[config.mk]
export PLATFORM = sky130hd
export DESIGN_NAME = mem_port_arbiter_flat
export DESIGN_NICKNAME = d
export VERILOG_FILES = /design/src/rtl/mem_port_arbiter_if.sv /design/src/rtl/mem_port_arbiter.sv /design/src/flat_wrapper.sv
export SDC_FILE = /design/constraint.sdc
export NUM_CORES = 1
export LEC_CHECK = 0
export BUFFER_PORTS_ARGS = -buffer_cell sky130_fd_sc_hd__buf_2
export CAP_MARGIN = 30
export CORE_MARGIN = 2
export CORE_UTILIZATION = 35
export CTS_CLUSTER_SIZE = 8
export DETAILED_ROUTE_END_ITERATION = 8
export GPL_ROUTABILITY_DRIVEN = 0
export MAX_ROUTING_LAYER = met4
export PLACE_DENSITY = 0.7
export SLEW_MARGIN = 40
export SYNTH_ARGS = -nofsm -noshare
export SYNTH_HDL_FRONTEND = slang
export SYNTH_SLANG_ARGS = --single-unit
[constraint.sdc]
create_clock -name clk -period 2.2 [get_ports clk]
set_input_delay 0.22 -clock clk [delete_from_list [all_inputs] [get_ports clk]]
set_output_delay 0.22 -clock clk [all_outputs]
set_load 0.01 [all_outputs]
[src/rtl/mem_port_arbiter_if.sv]
// rtl/mem_port_arbiter_if.sv - fetch/data request ports and single-port memory bus
// The arbiter takes the slave view; the requesters and memory model take the master view.
interface mem_port_arbiter_if #(
   parameter int ADDR_W = 16,
   parameter int DATA_W = 16
);
   logic              i_req;
   logic [ADDR_W-1:0] i_addr;
   logic              i_ack;
   logic              i_valid;
   logic [DATA_W-1:0] i_data;

   logic              d_req;
   logic              d_we;
   logic [ADDR_W-1:0] d_addr;
   logic [DATA_W-1:0] d_wdata;
   logic              d_ack;
   logic              d_valid;
   logic [DATA_W-1:0] d_rdata;

   logic              mem_en;
   logic              mem_we;
   logic [ADDR_W-1:0] mem_addr;
   logic [DATA_W-1:0] mem_wdata;
   logic [DATA_W-1:0] mem_rdata;

   modport slave (
      input  i_req, i_addr, d_req, d_we, d_addr, d_wdata, mem_rdata,
      output i_ack, i_valid, i_data, d_ack, d_valid, d_rdata,
      output mem_en, mem_we, mem_addr, mem_wdata
   );

   modport master (
      output i_req, i_addr, d_req, d_we, d_addr, d_wdata, mem_rdata,
      input  i_ack, i_valid, i_data, d_ack, d_valid, d_rdata,
      input  mem_en, mem_we, mem_addr, mem_wdata
   );
endinterface

[src/rtl/mem_port_arbiter.sv]
// rtl/mem_port_arbiter.sv - instruction/data arbiter for one single-port synchronous memory
// Data wins contention until it has taken MAX_DATA_BURST grants in a row while fetch waits.
module mem_port_arbiter #(
   parameter int ADDR_W         = 16,
   parameter int DATA_W         = 16,
   parameter int MAX_DATA_BURST = 2
) (
   input  logic                clk,
   input  logic                rst_n,
   mem_port_arbiter_if.slave   bus
);
   localparam logic [3:0] MAX_CNT = 4'(MAX_DATA_BURST);

   typedef enum logic [1:0] {
      OWN_NONE = 2'd0,
      OWN_I    = 2'd1,
      OWN_D    = 2'd2
   } owner_t;

   logic              grant_i;
   logic              grant_d;
   logic [3:0]        streak;
   logic [3:0]        streak_nxt;
   owner_t            owner;
   owner_t            owner_nxt;

   logic              i_ack_q;
   logic              d_ack_q;
   logic              mem_en_q;
   logic              mem_we_q;
   logic [ADDR_W-1:0] mem_addr_q;
   logic [DATA_W-1:0] mem_wdata_q;

   always_comb begin
      grant_d = bus.d_req && (!bus.i_req || (streak != MAX_CNT));
      grant_i = bus.i_req && !grant_d;
   end

   always_comb begin
      streak_nxt = streak;
      if (!bus.i_req || grant_i) begin
         streak_nxt = 4'd0;
      end else if (grant_d && (streak != MAX_CNT)) begin
         streak_nxt = streak + 4'd1;
      end
   end

   // The ack cycle of a read becomes the response cycle owner on the next edge.
   always_comb begin
      owner_nxt = OWN_NONE;
      if (i_ack_q) begin
         owner_nxt = OWN_I;
      end else if (d_ack_q && !mem_we_q) begin
         owner_nxt = OWN_D;
      end
   end

   always_ff @(posedge clk or negedge rst_n) begin
      if (!rst_n) begin
         streak      <= 4'd0;
         owner       <= OWN_NONE;
         i_ack_q     <= 1'b0;
         d_ack_q     <= 1'b0;
         mem_en_q    <= 1'b0;
         mem_we_q    <= 1'b0;
         mem_addr_q  <= '0;
         mem_wdata_q <= '0;
      end else begin
         streak   <= streak_nxt;
         owner    <= owner_nxt;
         i_ack_q  <= grant_i;
         d_ack_q  <= grant_d;
         mem_en_q <= grant_i || grant_d;
         mem_we_q <= grant_d && bus.d_we;
         if (grant_d) begin
            mem_addr_q  <= bus.d_addr;
            mem_wdata_q <= bus.d_wdata;
         end else if (grant_i) begin
            mem_addr_q  <= bus.i_addr;
         end
      end
   end

   assign bus.i_ack     = i_ack_q;
   assign bus.d_ack     = d_ack_q;
   assign bus.mem_en    = mem_en_q;
   assign bus.mem_we    = mem_we_q;
   assign bus.mem_addr  = mem_addr_q;
   assign bus.mem_wdata = mem_wdata_q;

   // Read data is gated by the owner so idle and reset cycles present zeros.
   assign bus.i_valid = (owner == OWN_I);
   assign bus.d_valid = (owner == OWN_D);
   assign bus.i_data  = (owner == OWN_I) ? bus.mem_rdata : '0;
   assign bus.d_rdata = (owner == OWN_D) ? bus.mem_rdata : '0;
endmodule

[src/flat_wrapper.sv]
// flat-port wrapper written by rule: the top's interface ports become plain ports
module mem_port_arbiter_flat 
#(
   parameter int ADDR_W         = 16,
   parameter int DATA_W         = 16,
   parameter int MAX_DATA_BURST = 2
)
  (clk, rst_n, bus_i_req, bus_i_addr, bus_d_req, bus_d_we, bus_d_addr, bus_d_wdata, bus_mem_rdata, bus_i_ack, bus_i_valid, bus_i_data, bus_d_ack, bus_d_valid, bus_d_rdata, bus_mem_en, bus_mem_we, bus_mem_addr, bus_mem_wdata);
  mem_port_arbiter_if #(.ADDR_W(ADDR_W), .DATA_W(DATA_W)) bus_i ();
  input  logic clk;
  input  logic rst_n;
  input wire logic [$bits(bus_i.i_req)-1:0] bus_i_req;
  input wire logic [$bits(bus_i.i_addr)-1:0] bus_i_addr;
  input wire logic [$bits(bus_i.d_req)-1:0] bus_d_req;
  input wire logic [$bits(bus_i.d_we)-1:0] bus_d_we;
  input wire logic [$bits(bus_i.d_addr)-1:0] bus_d_addr;
  input wire logic [$bits(bus_i.d_wdata)-1:0] bus_d_wdata;
  input wire logic [$bits(bus_i.mem_rdata)-1:0] bus_mem_rdata;
  output wire logic [$bits(bus_i.i_ack)-1:0] bus_i_ack;
  output wire logic [$bits(bus_i.i_valid)-1:0] bus_i_valid;
  output wire logic [$bits(bus_i.i_data)-1:0] bus_i_data;
  output wire logic [$bits(bus_i.d_ack)-1:0] bus_d_ack;
  output wire logic [$bits(bus_i.d_valid)-1:0] bus_d_valid;
  output wire logic [$bits(bus_i.d_rdata)-1:0] bus_d_rdata;
  output wire logic [$bits(bus_i.mem_en)-1:0] bus_mem_en;
  output wire logic [$bits(bus_i.mem_we)-1:0] bus_mem_we;
  output wire logic [$bits(bus_i.mem_addr)-1:0] bus_mem_addr;
  output wire logic [$bits(bus_i.mem_wdata)-1:0] bus_mem_wdata;
  assign bus_i.i_req = bus_i_req;
  assign bus_i.i_addr = bus_i_addr;
  assign bus_i.d_req = bus_d_req;
  assign bus_i.d_we = bus_d_we;
  assign bus_i.d_addr = bus_d_addr;
  assign bus_i.d_wdata = bus_d_wdata;
  assign bus_i.mem_rdata = bus_mem_rdata;
  assign bus_i_ack = bus_i.i_ack;
  assign bus_i_valid = bus_i.i_valid;
  assign bus_i_data = bus_i.i_data;
  assign bus_d_ack = bus_i.d_ack;
  assign bus_d_valid = bus_i.d_valid;
  assign bus_d_rdata = bus_i.d_rdata;
  assign bus_mem_en = bus_i.mem_en;
  assign bus_mem_we = bus_i.mem_we;
  assign bus_mem_addr = bus_i.mem_addr;
  assign bus_mem_wdata = bus_i.mem_wdata;
  mem_port_arbiter #(.ADDR_W(ADDR_W), .DATA_W(DATA_W), .MAX_DATA_BURST(MAX_DATA_BURST)) u_core (.clk(clk), .rst_n(rst_n), .bus(bus_i));
endmodule
* Word-level counts from Yosys, hierarchy flattened
Cells that the tools add are included.
Word-level totals: bits in registers 42, latch bits 0, memory bits (writable) 0, ROM bits 0, bits of input ports 69, output and inout bits 70, word-level logic and storage cells 33, memories 0
Operators by class: $add $sub $neg 1, multipliers 0, div/mod/pow operators 0, order comparisons 0, equal/unequal tests 3, shift-type cells 0, muxes and demuxes 8, bitwise logic cells 0, reductions and logical operators 13
Operator list (number):
- 16-bit 2-to-1 mux | 4
- 4-bit 2-to-1 mux | 2
- 1-bit logical AND | 5
- 4-bit by 1-bit adder with 4-bit output (second input constant) | 1
- 2-bit 2-to-1 mux | 2
- 4-bit by 2-bit inequality test with 1-bit output (second input constant) | 1
- 2-bit nonzero test | 2
- 1-bit logical NOT | 3
- 1-bit logical OR | 3
- 2-bit by 1-bit equality test with 1-bit output (second input constant) | 1
- 2-bit equality test (second input constant) | 1

* Longest topological paths before layout
Gate-level depths: netlist of the first run.
depth after elaboration 7, depth in mapped cells 6, mapped depth without buffers 6

* Worst setup path before layout of the first run
OpenSTA, ideal clock, no wires.
kind reg-to-reg, start reg u_core.streak[0], end reg u_core.mem_wdata_q[0], in the netlist u_core.bus.mem_wdata[0], arrival 1.515 ns, path slack 0.560 ns, cell stages (with the launch flop) 7, path buffers 1, clock period less this slack 1.640 ns, path through dfrtp_1 inv_1 ha_1 nand2_1 o31ai_4 buf_6 mux2_2
On the way: word-level cells in the longest chain between the ends 3
RTL lines:
- from (decl) | RTL line mem_port_arbiter.sv:22 | logic [3:0] streak;
- from (signal assigned) | RTL line mem_port_arbiter.sv:69 | streak <= streak_nxt;
- 4-bit by 2-bit inequality test with 1-bit output | RTL line mem_port_arbiter.sv:35 | grant_d = bus.d_req && (!bus.i_req || (streak != MAX_CNT));
- 1-bit logical OR | RTL line mem_port_arbiter.sv:35
- 1-bit logical AND | RTL line mem_port_arbiter.sv:35
- to (signal assigned) | RTL line mem_port_arbiter.sv:77 | mem_wdata_q <= bus.d_wdata;
- to (decl) | RTL line mem_port_arbiter.sv:32 | logic [DATA_W-1:0] mem_wdata_q;
Every way passes these cells. A chain may end at the register's enable or synchronous reset.

* Worst setup path after layout of the first run
start reg u_core.owner[0], end out bus_d_rdata[11]
On the way: word-level cells in the longest chain between the ends 2
RTL lines:
- from (decl) | RTL line mem_port_arbiter.sv:24 | owner_t owner;
- from (signal assigned) | RTL line mem_port_arbiter.sv:70 | owner <= owner_nxt;
- 2-bit equality test | RTL line mem_port_arbiter.sv:95 | assign bus.d_rdata = (owner == OWN_D) ? bus.mem_rdata : '0;
- 16-bit 2-to-1 mux | RTL line mem_port_arbiter.sv:95
- to (decl) | RTL line flat_wrapper.sv:24 | output wire logic [$bits(bus_i.d_rdata)-1:0] bus_d_rdata;
Every way passes these cells.

==> results of run 1 <==
worst reg2reg max path, delay by kind of cell (launching register included):
| kind | cells | cell delay [ps] |
|---|---|---|
| AOI/OAI and AO/OA | 1 | 220 |
| adders and majority gates | 1 | 140 |
| buffers and inverters | 2 | 330 |
| DFF | 1 | 400 |
| muxes | 1 | 380 |
| and+or+nand+nor | 1 | 80 |
per-layer routing:
| metal | track usage [%] | share of wire (%) | wire [µm] | vias up |
|---|---|---|---|---|
| li1 | - | - | - | 784 |
| met1 | 15.3 | 35 | 1670 | 750 |
| met2 | 29.3 | 55 | 2620 | 85 |
| met3 | 3.64 | 8.8 | 419 | 5 |
| met4 | 5.69 | 1.2 | 55 | 0 |
| met5 | - | 0 | 0 | - |
layout by cell type, fill, tap and decap left out:
cell           count
buf_4              3
buf_2            137
nor2b_1            1
dfrtp_1           42
inv_1              2
clkinv_2           2
or2_2              1
clkbuf_8           5
o31ai_4            1
nor3b_1            2
mux2_2            44
xnor2_1            1
ha_1               2
nand2_1            1
xor2_1             1
nor2b_2            1
buf_12             1
and3_1             3
and2_1            34
dlygate4sd3_1      1
nand3_1            1
bufinv_16          1
mux2_1             4
synthesized netlist by cell type (all sizes together) (2+ instances only):
master and instances:
mux2 48, dfrtp 42, and2 34, clkbuf 4, and3 3, buf 3, ha 2, inv 2
nor2b 2, nor3b 2
flip-flops by register name (all words and copies together), names as in the netlist:
name	flops
u_core.streak	4
u_core.owner	2
u_core.bus.mem_en	1
u_core.bus.mem_wdata	16
u_core.bus.mem_we	1
u_core.bus.d_ack	1
u_core.bus.i_ack	1
u_core.bus.mem_addr	16
worst paths after layout:
check / endpoint / from / depth (start not counted)
min reg2reg: u_core.owner[0]$_DFF_PN0_ / u_core.bus.i_ack$_DFF_PN0_ / 0
min in group asynchronous: u_core.bus.mem_wdata[4]$_DFFE_PN0N_ / rst_n / 2
max: bus_d_rdata[11] / u_core.owner[0]$_DFF_PN0_ / 3
max in group asynchronous: u_core.bus.mem_wdata[13]$_DFFE_PN0N_ / rst_n / 2
max reg2reg: u_core.bus.mem_addr[14]$_DFFE_PN0P_ / u_core.streak[0]$_DFFE_PN0P_ / 6
min: u_core.bus.mem_we$_DFF_PN0_ / bus_d_we / 2
cell families after synthesis:
family                   after synthesis  synth area share [%]
multiplexers                          48                  27.2
AND/OR/NAND/NOR                       44                  13.8
flip-flops                            42                  52.9
buffers and inverters                  9                  2.84
XOR/XNOR                               2                 0.882
adder cells (fa/ha/maj)                2                  1.26
AO/OA/AOI/OAI                          1                  1.07
final cells by class:
cell class | count | area (µm²) | area share, %
timing repair buffer | 142 | 738 | 25.7
clock inverter | 3 | 40.0 | 1.39
inverter | 2 | 7.51 | 0.261
sequential | 42 | 1050 | 36.5
multi-input combinational | 97 | 881 | 30.6
clock buffer | 5 | 68.8 | 2.39
tap | 72 | 90.1 | 3.13
power groups by stage:
stage | sequential, W | clock, W | combinational (W)
final | 0.000877 | 0.000585 | 0.000390
after global routing | 0.000888 | 0.000641 | 0.000428
after detailed placement | 0.000893 | 0 | 0.000396
after floorplan | 0.000925 | 0 | 0.000165
after CTS | 0.000878 | 0.000612 | 0.000398
after global placement | 0.000890 | 0 | 0.000387
metrics by stage:
stage	hold slack, ps	instance area [µm²]	worst slack, ps	total power, W	instances
floorplan	-75.6	1990	560	0.00109	148
global placement	396	2750	587	0.00128	354
detailed placement	241	2760	545	0.00129	354
CTS	125	2870	290	0.00189	363
global route	132	2880	463	0.00196	363
finish	139	2880	535	0.00185	363
timing repair:
item | CTS | global route
buffers inserted | 0 | 0
hold endpoints to repair | 42 | 0
hold buffers | 1 | 0
==> impl_metrics.yaml, run 1 <==
worst_setup_path:
  cp_top_family: "simple AND/OR/NAND/NOR gates"
  slowest_delay_ps: 450
  cp_cell_sequence: "nor2b_2 > and2_1 > buf_2"
  path_buf_inv: 1
  crit_required_ps: 1980
  cp_slowest_cell: "nor2b_2"
  critical_path_peak_fanout: 17
  crit_type: "reg -> out"
  critPathArrivalTime_ps: 1450
  crit_path_start_kind: "flip-flop"
  cp-end-kind: "output pin"
  reg2reg_slack_ps: 550
global_routing:
  grt_pass1_vias: 1549
  grt_start_max_net_pins: 43
  grt_pass1_wl_um: 7180
  overflow: 0
  antenna_found_initial: 0
  grt_usage_pct: 15.5
job:
  maxCapViolCount: 0
outcome:
  status: "completed"
yosys:
  seq_area_frac_synth_pct: 52.9
  synthFlopType: "dfrtp_1"
  ys_ff_latch: 42
  yosysTopAreaCellShare_pct: 52.9
  ys_async_sr_fraction_pct: 100
  ys_warn_count: 0
  avgSynthCellArea_um2: 13.4
  yosysTopAreaCell: "dfrtp_1"
  netlist_instances: 148
  synthTopCellsByArea: "dfrtp_1, mux2_2, and2_1"
  syn_area_mm2: 0.00199
  synth_edf_count: 0
  ys_types: 17
  syn_nets: 219
pwr:
  p_switching_w: 0.000462
  p_seq_share_pct: 47.3
  p_per_area_mw_per_mm2: 644
  pwr-share-clk_pct: 31.6
  power.internal_w: 0.00139
  leakage_nw: 1.53
  p_comb_share_pct: 21.1
  switching_share_pct: 25.0
  ir_drop_mv: 0.289
routing:
  viasPerCell: 4.47
  drt_iter0_markers: 76
  ant_nets: 0
  num_vias: 1624
  totalWireLength_um: 4770
  drc: 0
  first_pass_iters: 4
  wl_per_cell_um: 13.1
sta:
  worstMarginPinSlew_ps: 533
  fmax_mhz: 600
  post-route-period-util_pct: 75.7
  fin_crit_ps: 1670
  rsz0062_at_grt: "no"
  clock-skew-final_ps: 6.53
  hold_violations: 0
  relSlewSlack_pct: 64.3
  drv_slew: 0
  setup_violations: 0
  setup_tns_ps: 0
cells_and_area:
  post-route-util_pct: 52.2
  antenna_cells: 0
  nNetsFinal: 361
  fill_cells: 502
  drive_above_1_share_pct: 67.4
  syn2layout_area_growth_pct: 44.9
placement:
  dp_hpwl_um: 3780
  io_buffers: 138
min_path:
  hold_path.class: "in -> reg"
clock_network:
  post_cts_resized: 0
  cts_sinks: 42
  clk_path_buf_depth: 2
  clkTransAtPathRegs_ps: 70
  root_buffer: "clkbuf_8"
  numCtsBuffers: 5
  cts_tree: "done"
  clock_latency_ps: 290
  ctsHtreeMaxLevel: 2
floorplan:
  die_w_um: 79.3
  num_rows: 27
  die_h_um: 79.3
  die-area_mm2: 0.00629
  start_util_pct: 36.1
  core-area_mm2: 0.00551
  ios: 139
No activity file was read; power rests on OpenSTA's default activity.
==> run 2: changes to the inputs <==
--- a/config.mk
+++ b/config.mk
@@ -13,7 +13,7 @@
 export DETAILED_ROUTE_END_ITERATION = 8
 export GPL_ROUTABILITY_DRIVEN = 0
 export MAX_ROUTING_LAYER = met4
-export PLACE_DENSITY = 0.7
+export PLACE_DENSITY = 0.73
 export SLEW_MARGIN = 40
 export SYNTH_ARGS = -nofsm -noshare
 export SYNTH_HDL_FRONTEND = slang
==> constraint.sdc (replaced) <==
create_clock -name clk -period 1.53 [get_ports clk]
set_input_delay 0.153 -clock clk [delete_from_list [all_inputs] [get_ports clk]]
set_output_delay 0.153 -clock clk [all_outputs]
set_load 0.01 [all_outputs]
==> run 2 against run 1 <==
The run now ends with setup timing left. Cell area up 5.7%. Clock skew is essentially flat. Critical path depth rose by 4. Sequential power rose by 44%. Clock power grew 21%. Critical endpoint is now u_core.bus.mem_addr[7]$_DFFE_PN0P_.
==> impl_metrics.yaml, run 2 (same netlist as run 1, synthesis figures left out) <==
outcome:
  status: "finished with violations"
  violations: "setup timing"
pwr:
  p_per_area_mw_per_mm2: 855
  leakage_nw: 1.65
  power.internal_w: 0.00189
  switching_share_pct: 27.2
  p_switching_w: 0.000708
  p_seq_share_pct: 48.5
  ir_drop_mv: 0.452
  p_comb_share_pct: 24.3
  pwr-share-clk_pct: 27.2
global_routing:
  antenna_found_initial: 0
  overflow: 0
  grt_usage_pct: 15.5
  grt_pass1_wl_um: 7250
  use_met3_pct: 5.00
  grt_use_met1_pct: 14.0
  grtUsageMet2_pct: 30.4
  grt_pass1_vias: 1583
  grt_start_max_net_pins: 23
  busiest_layer: "met2"
worst_setup_path:
  cp-end-kind: "flip-flop"
  crit_type: "reg -> reg"
  crit_required_ps: 1710
  critical_path_peak_fanout: 8
  critPathArrivalTime_ps: 1820
  crit_path_start_kind: "flip-flop"
  worst-r2r-cell-count: 7
cells_and_area:
  fill_cells: 500
  final_cell_mix: "buf_2, dfrtp_1, and2_1"
  drive_above_1_share_pct: 70.5
  antenna_cells: 0
  syn2layout_area_growth_pct: 53.1
  nNetsFinal: 368
  mostFrequentLayoutCell: "buf_2"
routing:
  num_vias: 1655
  drt_iter0_markers: 41
  first_pass_iters: 2
  totalWireLength_um: 5040
  drc: 0
  ant_nets: 0
  wl_per_cell_um: 13.6
  viasPerCell: 4.47
placement:
  pre_cts_ws_ps: -77.6
  io_buffers: 138
  dp_hpwl_um: 3870
sta:
  setup_tns_ps: -2640
  relSlewSlack_pct: 64.0
  fin_ws_ps: -109
  worstMarginPinSlew_ps: 540
  drv_slew: 0
  clock-skew-final_ps: 6.86
  setup_violations: 67
  post-route-period-util_pct: 107
  fin_crit_ps: 1640
  hold_violations: 0
  rsz0062_at_grt: "yes"
  holdWs_ps: 65.6
  fmax_mhz: 610
floorplan:
  start_util_pct: 36.1
  die-area_mm2: 0.00629
  die_h_um: 79.3
  core-area_mm2: 0.00551
  ios: 139
  die_w_um: 79.3
  num_rows: 27
clock_network:
  clk_path_buf_depth: 2
  ctsHtreeMaxLevel: 2
  cts_tree: "done"
  clock_latency_ps: 290
  clkTransAtPathRegs_ps: 80
  root_buffer: "clkbuf_8"
  cts_sinks: 42
  numCtsBuffers: 5
min_path:
  min_path_cells: 2
  hold_path.class: "in -> reg"
job:
  maxCapViolCount: 0
==> run 2: changes by cell type in the layout (fill, tap and decap cells not counted), sizes merged <==
cell      before  now
buf          141  146
bufinv         1    0
clkbuf         5    7
clkinvlp       0    1
==> run 2: area by class of cell <==
class / count / area, µm² / area share (%)
tap: 72 / 90.1 / 2.96
multi-input combinational: 97 / 960 / 31.6
timing repair buffer: 149 / 842 / 27.7
clock inverter: 3 / 21.3 / 0.700
clock buffer: 5 / 68.8 / 2.26
sequential: 42 / 1050 / 34.6
inverter: 2 / 7.51 / 0.247
==> run 2: stage by stage <==
step / instance area (µm²) / power [W] / instances / util [%]
after floorplan: 1990 / 0.00157 / 148 / -
after global placement: 2790 / 0.00184 / 358 / 50.6
after detailed placement: 2790 / 0.00185 / 358 / 50.6
after CTS: 2900 / 0.00259 / 367 / 52.7
after global routing: 3040 / 0.00276 / 370 / 55.2
final: 3040 / 0.00260 / 370 / 55.2
==> run 2: worst paths after layout <==
kind / startpoint / end / slack (ps)
min in group asynchronous: rst_n / u_core.bus.mem_wdata[0]$_DFFE_PN0N_ / 390
hold reg to reg: u_core.bus.i_ack$_DFF_PN0_ / u_core.owner[0]$_DFF_PN0_ / 410
max in group asynchronous: rst_n / u_core.streak[1]$_DFFE_PN0P_ / 640
setup reg to reg: u_core.streak[0]$_DFFE_PN0P_ / u_core.bus.mem_addr[7]$_DFFE_PN0P_ / -110
setup / recovery: u_core.streak[0]$_DFFE_PN0P_ / u_core.bus.mem_addr[7]$_DFFE_PN0P_ / -110
hold / removal: bus_d_we / u_core.bus.mem_we$_DFF_PN0_ / 70
==> run 2: per-layer routing <==
metal	share of wire [%]	up-vias
met5	0	-
met4	0.77	0
met3	9.6	5
met2	55	86
met1	35	769
li1	-	795
==> run 2: what timing repair did <==
item,4_1_cts,5_1_grt
gates resized for setup,5,22
buffers inserted,0,1
hold endpoints to repair,21,0
endpoints found under the setup margin,70,70
hold buffers,1,0
pin swaps,0,0
gates cloned,0,2
==> run 2: power by group through the flow <==
| stage | Combinational, W | Sequential [W] | Clock [W] |
|---|---|---|---|
| after CTS | 0.000579 | 0.00126 | 0.000748 |
| after floorplan | 0.000238 | 0.00133 | 0 |
| after detailed placement | 0.000570 | 0.00128 | 0 |
| final | 0.000631 | 0.00126 | 0.000708 |
| after global placement | 0.000560 | 0.00128 | 0 |
| after global routing | 0.000687 | 0.00128 | 0.000800 |
==> run 2: worst max-delay path, stage by stage (launching register included) <==
cell,delay (ps)
dfrtp_1,390
inv_2,80
ha_4,140
nand2_4,50
o31ai_4,240
buf_6,170
clkbuf_16,160
mux2_4,300
